$ cat src/rtl/cpu_pkg.sv
// Purpose: shared opcode encodings, sequencer state encoding and step width.
// Latency: n/a (types and constants only).
// Backpressure: n/a.
package cpu_pkg;

  localparam int STEP_W = 2;

  // Opcode map, identical to the instruction decoder's encodings.
  localparam logic [3:0] OPC_NOP     = 4'b0000;
  localparam logic [3:0] OPC_LDI_A   = 4'b0001;
  localparam logic [3:0] OPC_LDI_B   = 4'b0010;
  localparam logic [3:0] OPC_LOAD_A  = 4'b0011;
  localparam logic [3:0] OPC_LOAD_B  = 4'b0100;
  localparam logic [3:0] OPC_STORE_A = 4'b0101;
  localparam logic [3:0] OPC_STORE_B = 4'b0110;
  localparam logic [3:0] OPC_ADD     = 4'b0111;
  localparam logic [3:0] OPC_SUB     = 4'b1000;
  localparam logic [3:0] OPC_JMP     = 4'b1001;
  localparam logic [3:0] OPC_JZ      = 4'b1010;
  localparam logic [3:0] OPC_JC      = 4'b1011;
  localparam logic [3:0] OPC_INC_A   = 4'b1100;
  localparam logic [3:0] OPC_DEC_A   = 4'b1101;

  // WAIT is only reachable when single-step support is compiled in.
  typedef enum logic [2:0] {
    F_ADDR  = 3'd0,
    F_READ  = 3'd1,
    F_LOAD  = 3'd2,
    EXECUTE = 3'd3,
    HALT    = 3'd4,
    WAIT    = 3'd5
  } state_t;

endpackage

$ cat src/rtl/control_sequencer.sv
// Purpose: fetch/execute timing sequencer feeding the instruction decoder.
// Latency: instruction period = 3 fetch cycles + max(steps_required,1) execute cycles.
// Backpressure: halt parks the FSM before the next fetch; never stalls an instruction in flight.
//
// Ports:
//   clk, reset       - clock and synchronous active-high reset
//   halt             - level request to stop before the next fetch
//   step_req         - (CTRL_SINGLE_STEP_EN only) rising edge releases one instruction
//   opcode           - IR upper nibble, selects controller-owned MAR/RAM strobes in EXECUTE
//   steps_required   - execute length from decoder, re-evaluated every EXECUTE cycle
//   fetch_complete   - high in EXECUTE
//   step             - current execute step
//   pc_out_en, mar_load, ram_read, ir_load - bus strobes
//   instr_done       - pulse on the last execute step
//   halted           - high while parked (HALT, or WAIT in single-step builds)
//
// Optional feature macro: CTRL_SINGLE_STEP_EN.
module control_sequencer
  import cpu_pkg::*;
(
  input  logic              clk,
  input  logic              reset,
  input  logic              halt,
`ifdef CTRL_SINGLE_STEP_EN
  input  logic              step_req,
`endif
  input  logic [3:0]        opcode,
  input  logic [STEP_W-1:0] steps_required,
  output logic              fetch_complete,
  output logic [STEP_W-1:0] step,
  output logic              pc_out_en,
  output logic              mar_load,
  output logic              ram_read,
  output logic              ir_load,
  output logic              instr_done,
  output logic              halted
);

  state_t            state_q, state_d;
  logic [STEP_W-1:0] step_q, step_d;
  logic [STEP_W-1:0] last_step;
  logic              is_last;
  logic              is_load, is_store;
  state_t            fetch_target;

`ifdef CTRL_SINGLE_STEP_EN
  logic step_req_q;
  logic step_rise;

  always_ff @(posedge clk) begin
    if (reset) step_req_q <= 1'b0;
    else       step_req_q <= step_req;
  end

  assign step_rise = step_req & ~step_req_q;
`endif

  always_ff @(posedge clk) begin
    if (reset) begin
      state_q <= F_ADDR;
      step_q  <= '0;
    end else begin
      state_q <= state_d;
      step_q  <= step_d;
    end
  end

  // A zero step count still needs one execute cycle.
  assign last_step = (steps_required == '0) ? '0 : steps_required - STEP_W'(1);
  // ">=" rather than "==": if the decoder shrinks the count below the current
  // step, finish now instead of wrapping the counter mid-instruction.
  assign is_last   = (step_q >= last_step);
  assign is_load   = (opcode == OPC_LOAD_A)  || (opcode == OPC_LOAD_B);
  assign is_store  = (opcode == OPC_STORE_A) || (opcode == OPC_STORE_B);
  // halt is checked on the edge that would enter F_ADDR, so a halted machine
  // never shows fetch strobes.
  assign fetch_target = halt ? HALT : F_ADDR;

  always_comb begin
    state_d        = state_q;
    step_d         = '0;
    fetch_complete = 1'b0;
    pc_out_en      = 1'b0;
    mar_load       = 1'b0;
    ram_read       = 1'b0;
    ir_load        = 1'b0;
    instr_done     = 1'b0;
    halted         = 1'b0;

    case (state_q)
      F_ADDR: begin
        pc_out_en = 1'b1;
        mar_load  = 1'b1;
        state_d   = F_READ;
      end
      F_READ: begin
        ram_read = 1'b1;
        state_d  = F_LOAD;
      end
      F_LOAD: begin
        ram_read = 1'b1;
        ir_load  = 1'b1;
        state_d  = EXECUTE;
      end
      EXECUTE: begin
        fetch_complete = 1'b1;
        if (is_load) begin
          mar_load = (step_q == STEP_W'(0));
          ram_read = (step_q == STEP_W'(1)) || (step_q == STEP_W'(2));
        end else if (is_store) begin
          mar_load = (step_q == STEP_W'(0));
        end
        if (is_last) begin
          instr_done = 1'b1;
          step_d     = '0;
`ifdef CTRL_SINGLE_STEP_EN
          state_d    = WAIT;
`else
          state_d    = fetch_target;
`endif
        end else begin
          step_d = step_q + STEP_W'(1);
        end
      end
      HALT: begin
        halted = 1'b1;
        if (!halt) state_d = F_ADDR;
      end
`ifdef CTRL_SINGLE_STEP_EN
      WAIT: begin
        halted = 1'b1;
        if (step_rise) state_d = fetch_target;
      end
`endif
      default: state_d = F_ADDR;
    endcase
  end

  assign step = step_q;

endmodule

$ cat config.mk
export PLATFORM = sky130hd
export DESIGN_NAME = control_sequencer
export DESIGN_NICKNAME = d
export VERILOG_FILES = /design/src/rtl/cpu_pkg.sv /design/src/rtl/control_sequencer.sv
export SDC_FILE = /design/constraint.sdc
export NUM_CORES = 1
export LEC_CHECK = 0
export ABC_AREA = 1
export CORE_AREA = 2 2 39 41
export DETAILED_ROUTE_END_ITERATION = 7
export DIE_AREA = 0 0 41 43
export HOLD_SLACK_MARGIN = 0.12
export PLACE_DENSITY = 0.7
export SLEW_MARGIN = 20
export SYNTH_ARGS = -nofsm -noshare
export SYNTH_HDL_FRONTEND = slang
export SYNTH_SLANG_ARGS = --single-unit
$ cat constraint.sdc
create_clock -name clk -period 1.7 [get_ports clk]
set_clock_uncertainty 0.15 [all_clocks]
set_input_delay 0.34 -clock clk [delete_from_list [all_inputs] [get_ports clk]]
set_output_delay 0.34 -clock clk [all_outputs]
set_load 0.005 [all_outputs]
==> results <==
-- power by group through the flow --
| stage | Combinational, mW | Sequential [mW] | Clock, mW |
|---|---|---|---|
| 2_1_floorplan | 0.0428 | 0.130 | 0 |
| 3_3_place_gp | 0.123 | 0.130 | 0 |
| 3_5_place_dp | 0.126 | 0.131 | 0 |
| 4_1_cts | 0.129 | 0.130 | 0.140 |
| 5_1_grt | 0.156 | 0.134 | 0.143 |
| 6_report | 0.142 | 0.133 | 0.132 |
-- per-layer routing --
metal	vias up	wire length (µm)
met5	-	0
met4	0	0
met3	0	29
met2	6	613
met1	212	469
li1	269	-
-- path summary, 6_finish.rpt --
| kind | start | endpoint | slack, ps | depth (start not counted) |
|---|---|---|---|---|
| worst max-delay path | steps_required[1] | instr_done | -80 | 9 |
| worst min-delay path | step[0] | step[0] | 350 | 2 |
| worst max register to register | step[0] | step[1] | 130 | 9 |
| worst min register to register | step[0] | step[0] | 350 | 2 |
-- state kept, by name, indices dropped and copies added, names as in the netlist --
| register | count |
|---|---|
| step | 2 |
| state_q | 3 |
-- kinds of logic (layout without fill, tap and decap cells) --
group | after synthesis | after routing
buffers and inverters | 18 | 56
and+or+nand+nor | 34 | 34
adders and majority gates | 3 | 3
DFF | 5 | 5
AOI/OAI and AO/OA | 5 | 5
-- what timing repair did --
item,4_1_cts,5_1_grt
setup endpoints to repair,11,8
setup buffers,5,0
pin swaps,8,7
gates resized for setup,36,20
-- through the flow --
step                      std cells  total power, mW  TNS (ps)   util  hold slack, ps
after global placement          110            0.254     -2790  0.480             348
after detailed placement        110            0.257     -3040  0.480             355
final                           119            0.407     -76.1  0.566             349
after floorplan                  65            0.173         0      -             252
after global routing            119            0.433      -216  0.566             380
after CTS                       119            0.398      -402  0.539             352
-- area by class of cell --
class | count | area (µm²)
clock buffer | 4 | 26.3
fill | 145 | 601
inverter | 18 | 67.6
multi-input combinational | 42 | 274
sequential | 5 | 111
tap | 16 | 20.0
timing repair buffer | 34 | 284
-- layout by cell type, fill, tap and decap left out --
| cell type | Yosys | layout |
|---|---|---|
| a21oi_2 | 1 | 2 |
| buf_2 | 0 | 3 |
| buf_4 | 0 | 15 |
| buf_6 | 0 | 2 |
| clkbuf_1 | 0 | 1 |
| clkbuf_2 | 0 | 1 |
| clkbuf_4 | 0 | 3 |
| clkdlybuf4s15_1 | 0 | 5 |
| clkdlybuf4s50_1 | 0 | 4 |
| dfxtp_2 | 0 | 3 |
| dfxtp_4 | 0 | 2 |
| dlygate4sd2_1 | 0 | 3 |
| dlymetal6s2s_1 | 0 | 1 |
| ha_1 | 3 | 2 |
| ha_4 | 0 | 1 |
| inv_1 | 17 | 13 |
| inv_2 | 1 | 5 |
| nand2_1 | 17 | 15 |
| nand2_2 | 1 | 2 |
| nand2_4 | 0 | 1 |
| nand3_1 | 2 | 2 |
| nand3_4 | 0 | 1 |
| nor2_1 | 11 | 7 |
| nor2_2 | 1 | 3 |
| nor2_4 | 0 | 2 |
| nor3_2 | 1 | 1 |
| o21ai_0 | 2 | 1 |
| o21ai_2 | 0 | 1 |
| o21bai_1 | 1 | 1 |
-- critical path: stages --
cell and delay, ps:
dlygate4sd2_1 240, inv_1 70, nor2_2 40, ha_1 270, nand2_1 60, nand3_1 80
nand2_1 60, inv_1 30, clkbuf_2 100
==> results by stage <==
Outcome:
- The flow ran to the end, but the final reports show violations.
- The checks that failed: setup timing.

GRT:
- Entering global routing, the biggest net connects 5 pins.
- The number of global-route vias before repair came to 460.
- The overall overflow remaining after global route is 0.
- The initial antenna violation count was 0.
- In the global route stage, met1 resource usage came out at 0.165.
- The most used routing layer is met2.
- The first global-routing pass estimated 1.65 mm of wire.
- The met3 usage is 0.0157.
- For this run, global-route usage on met2 was measured as 0.213.
- The overall fraction of global-route tracks in use is 0.138.

Worst setup path:
- By startpoint and endpoint, the worst setup path is classified as primary input to output port.
- Of all nets on the critical path, the largest fanout is 2.
- Data on the critical path arrives at its endpoint at about 1300 ps.
- STA classifies the critical path endpoint as an output port.
- The critical path startpoint category is a primary input.
- For the worst setup path, the data required time is between 1000 and 1500 ps.

Synthesis:
- The xor/xnor share of the synthesized area is 0.
- Summing every instance area after synthesis gives approximately 380 µm².
- Averaged over all synthesized cells, the footprint is 5.91 µm².
- The arithmetic-cell share of the synthesized area counting full adders, half adders and majority gates is 0.0977.
- The area fraction in compound gates after synthesis is 0.0814.
- After synthesis, the netlist uses 15 different library cells.
- The simple logic cell fraction of the synthesized area is 0.384.
- The portion of synthesized area spent on multiplexers is 0.
- After synthesis, the largest family of logic cells by area is simple AND/OR/NAND/NOR gates.
- In the post-synthesis netlist, the biggest area contributors are dfxtp_1 (26%), inv_1 (17%), nand2_1 (17%).
- Counting every net in the synthesized netlist gives 77.
- Ranked by instance count, the synthesized netlist is headed by inv_1 (17), nand2_1 (17), nor2_1 (11).
- The number of synthesized register bits is 5.
- The leading area contributor after synthesis is dfxtp_1.
- After synthesis, the share of flip-flops with an asynchronous set or reset is 0.
- The flip-flop cell with the highest count after synthesis is dfxtp_1.
- Of the post-synthesis cell area, the dominant cell type holds 0.261.
- Synthesis produced a netlist whose cell count is 65.
- During synthesis, Yosys emitted a total of 0 warnings.
- The number of flops mapped to enable cells by yosys is 0.
- The share of the Yosys chip area taken by registers is 0.261.

Routing:
- Wires add up to roughly 1.1 mm.
- Using the TritonRoute via totals, the vias-per-cell ratio works out to 4.09.
- The wire length per cell after detailed routing is 9.34 µm.
- The final antenna-violating net count is 0.
- For this block, the via count after detailed routing is 487.
- Before antenna repair, the detailed router went through 2 iterations.
- The detailed router finished its first iteration with 3 violations.
- After detailed routing, the number of remaining DRC violations is 0.

Timing:
- The count of final hold-check violations is 0.
- The max-slew violation count is 0.
- The post-route worst setup slack is -76.1 ps.
- The clock period minus final worst setup slack is 1780 ps.
- Setup violations remaining at the end of the flow were counted as 1.
- In the finished design, the share of the clock period the worst path needs comes to 1.04.
- The maximum frequency from static timing analysis is 563 MHz.
- For the pin with the worst max-slew slack, the measured transition is approximately 170 ps.
- The relative slew slack is 0.887.
- Setup repair after global routing could not meet its margin everywhere.

Finish:
- The number of diodes is 0.
- The number of nets at the end of the flow is between 100 and 150.
- The layout-stage area growth over the synthesis result is 104%.
- The final instance area is 783 µm².
- In the final layout, the share of cells above drive strength 1 is 0.466.

CTS:
- CTS saw 5 sinks.
- The number of buffers created by CTS is 3.
- The number of buffers on the longest clock path is 2.
- In this run the number of H-tree levels came out at 1.
- For the worst-skew pair, the clock arrives at the later sink with an insertion delay of 230 ps.
- CTS placed an instance of clkbuf_4 at the clock tree root.
- TritonCTS built the clock tree.
- The number of buffers added to fix hold violations after cts is 0.
- The clock transition at the register clock pins on the worst setup and hold paths after CTS is 40 ps.

Floorplanning:
- In this run the count of I/O pins placed on the die edge is 18.
- For this configuration, the core starts out at a cell density of 0.278.
- Measured along the x axis, the die boundary spans roughly 41 µm.
- The placeable core region is 1380 µm².
- Row generation in the floorplan step produced 14 rows.
- The die is 43 µm tall.
- The area of the die is approximately 1800 µm².

Pwr:
- In this run the power density over the cells is ~520 nW/µm².
- Summed over all nets, the switching power comes to 0.113 mW.
- The internal power of the cells totals 0.294 mW.
- The switching power as a share of total power is 0.277.
- The clock network fraction of design power is 0.325.
- The share of total power dissipated in sequential elements is 0.327.
- VDD sags by at most 0.318 mV.
- The combinational fraction of design power is 0.348.
- In this run the static leakage power is 0.434 nW.

Placed design:
- The HPWL after detailed placement is 805 µm.
- The worst-case setup slack after placement is -669 ps.
- The number of port buffers is 17.
- The congestion estimate from routability-driven global placement came to slightly below 0.8.
- Once placement finished, the instance area stood at 664 µm².

Min path:
- The class of the tightest hold or removal check is register to register.

Run:
- The count of max-cap constraint violations is 0.
Power figures use the tool's default switching activity.
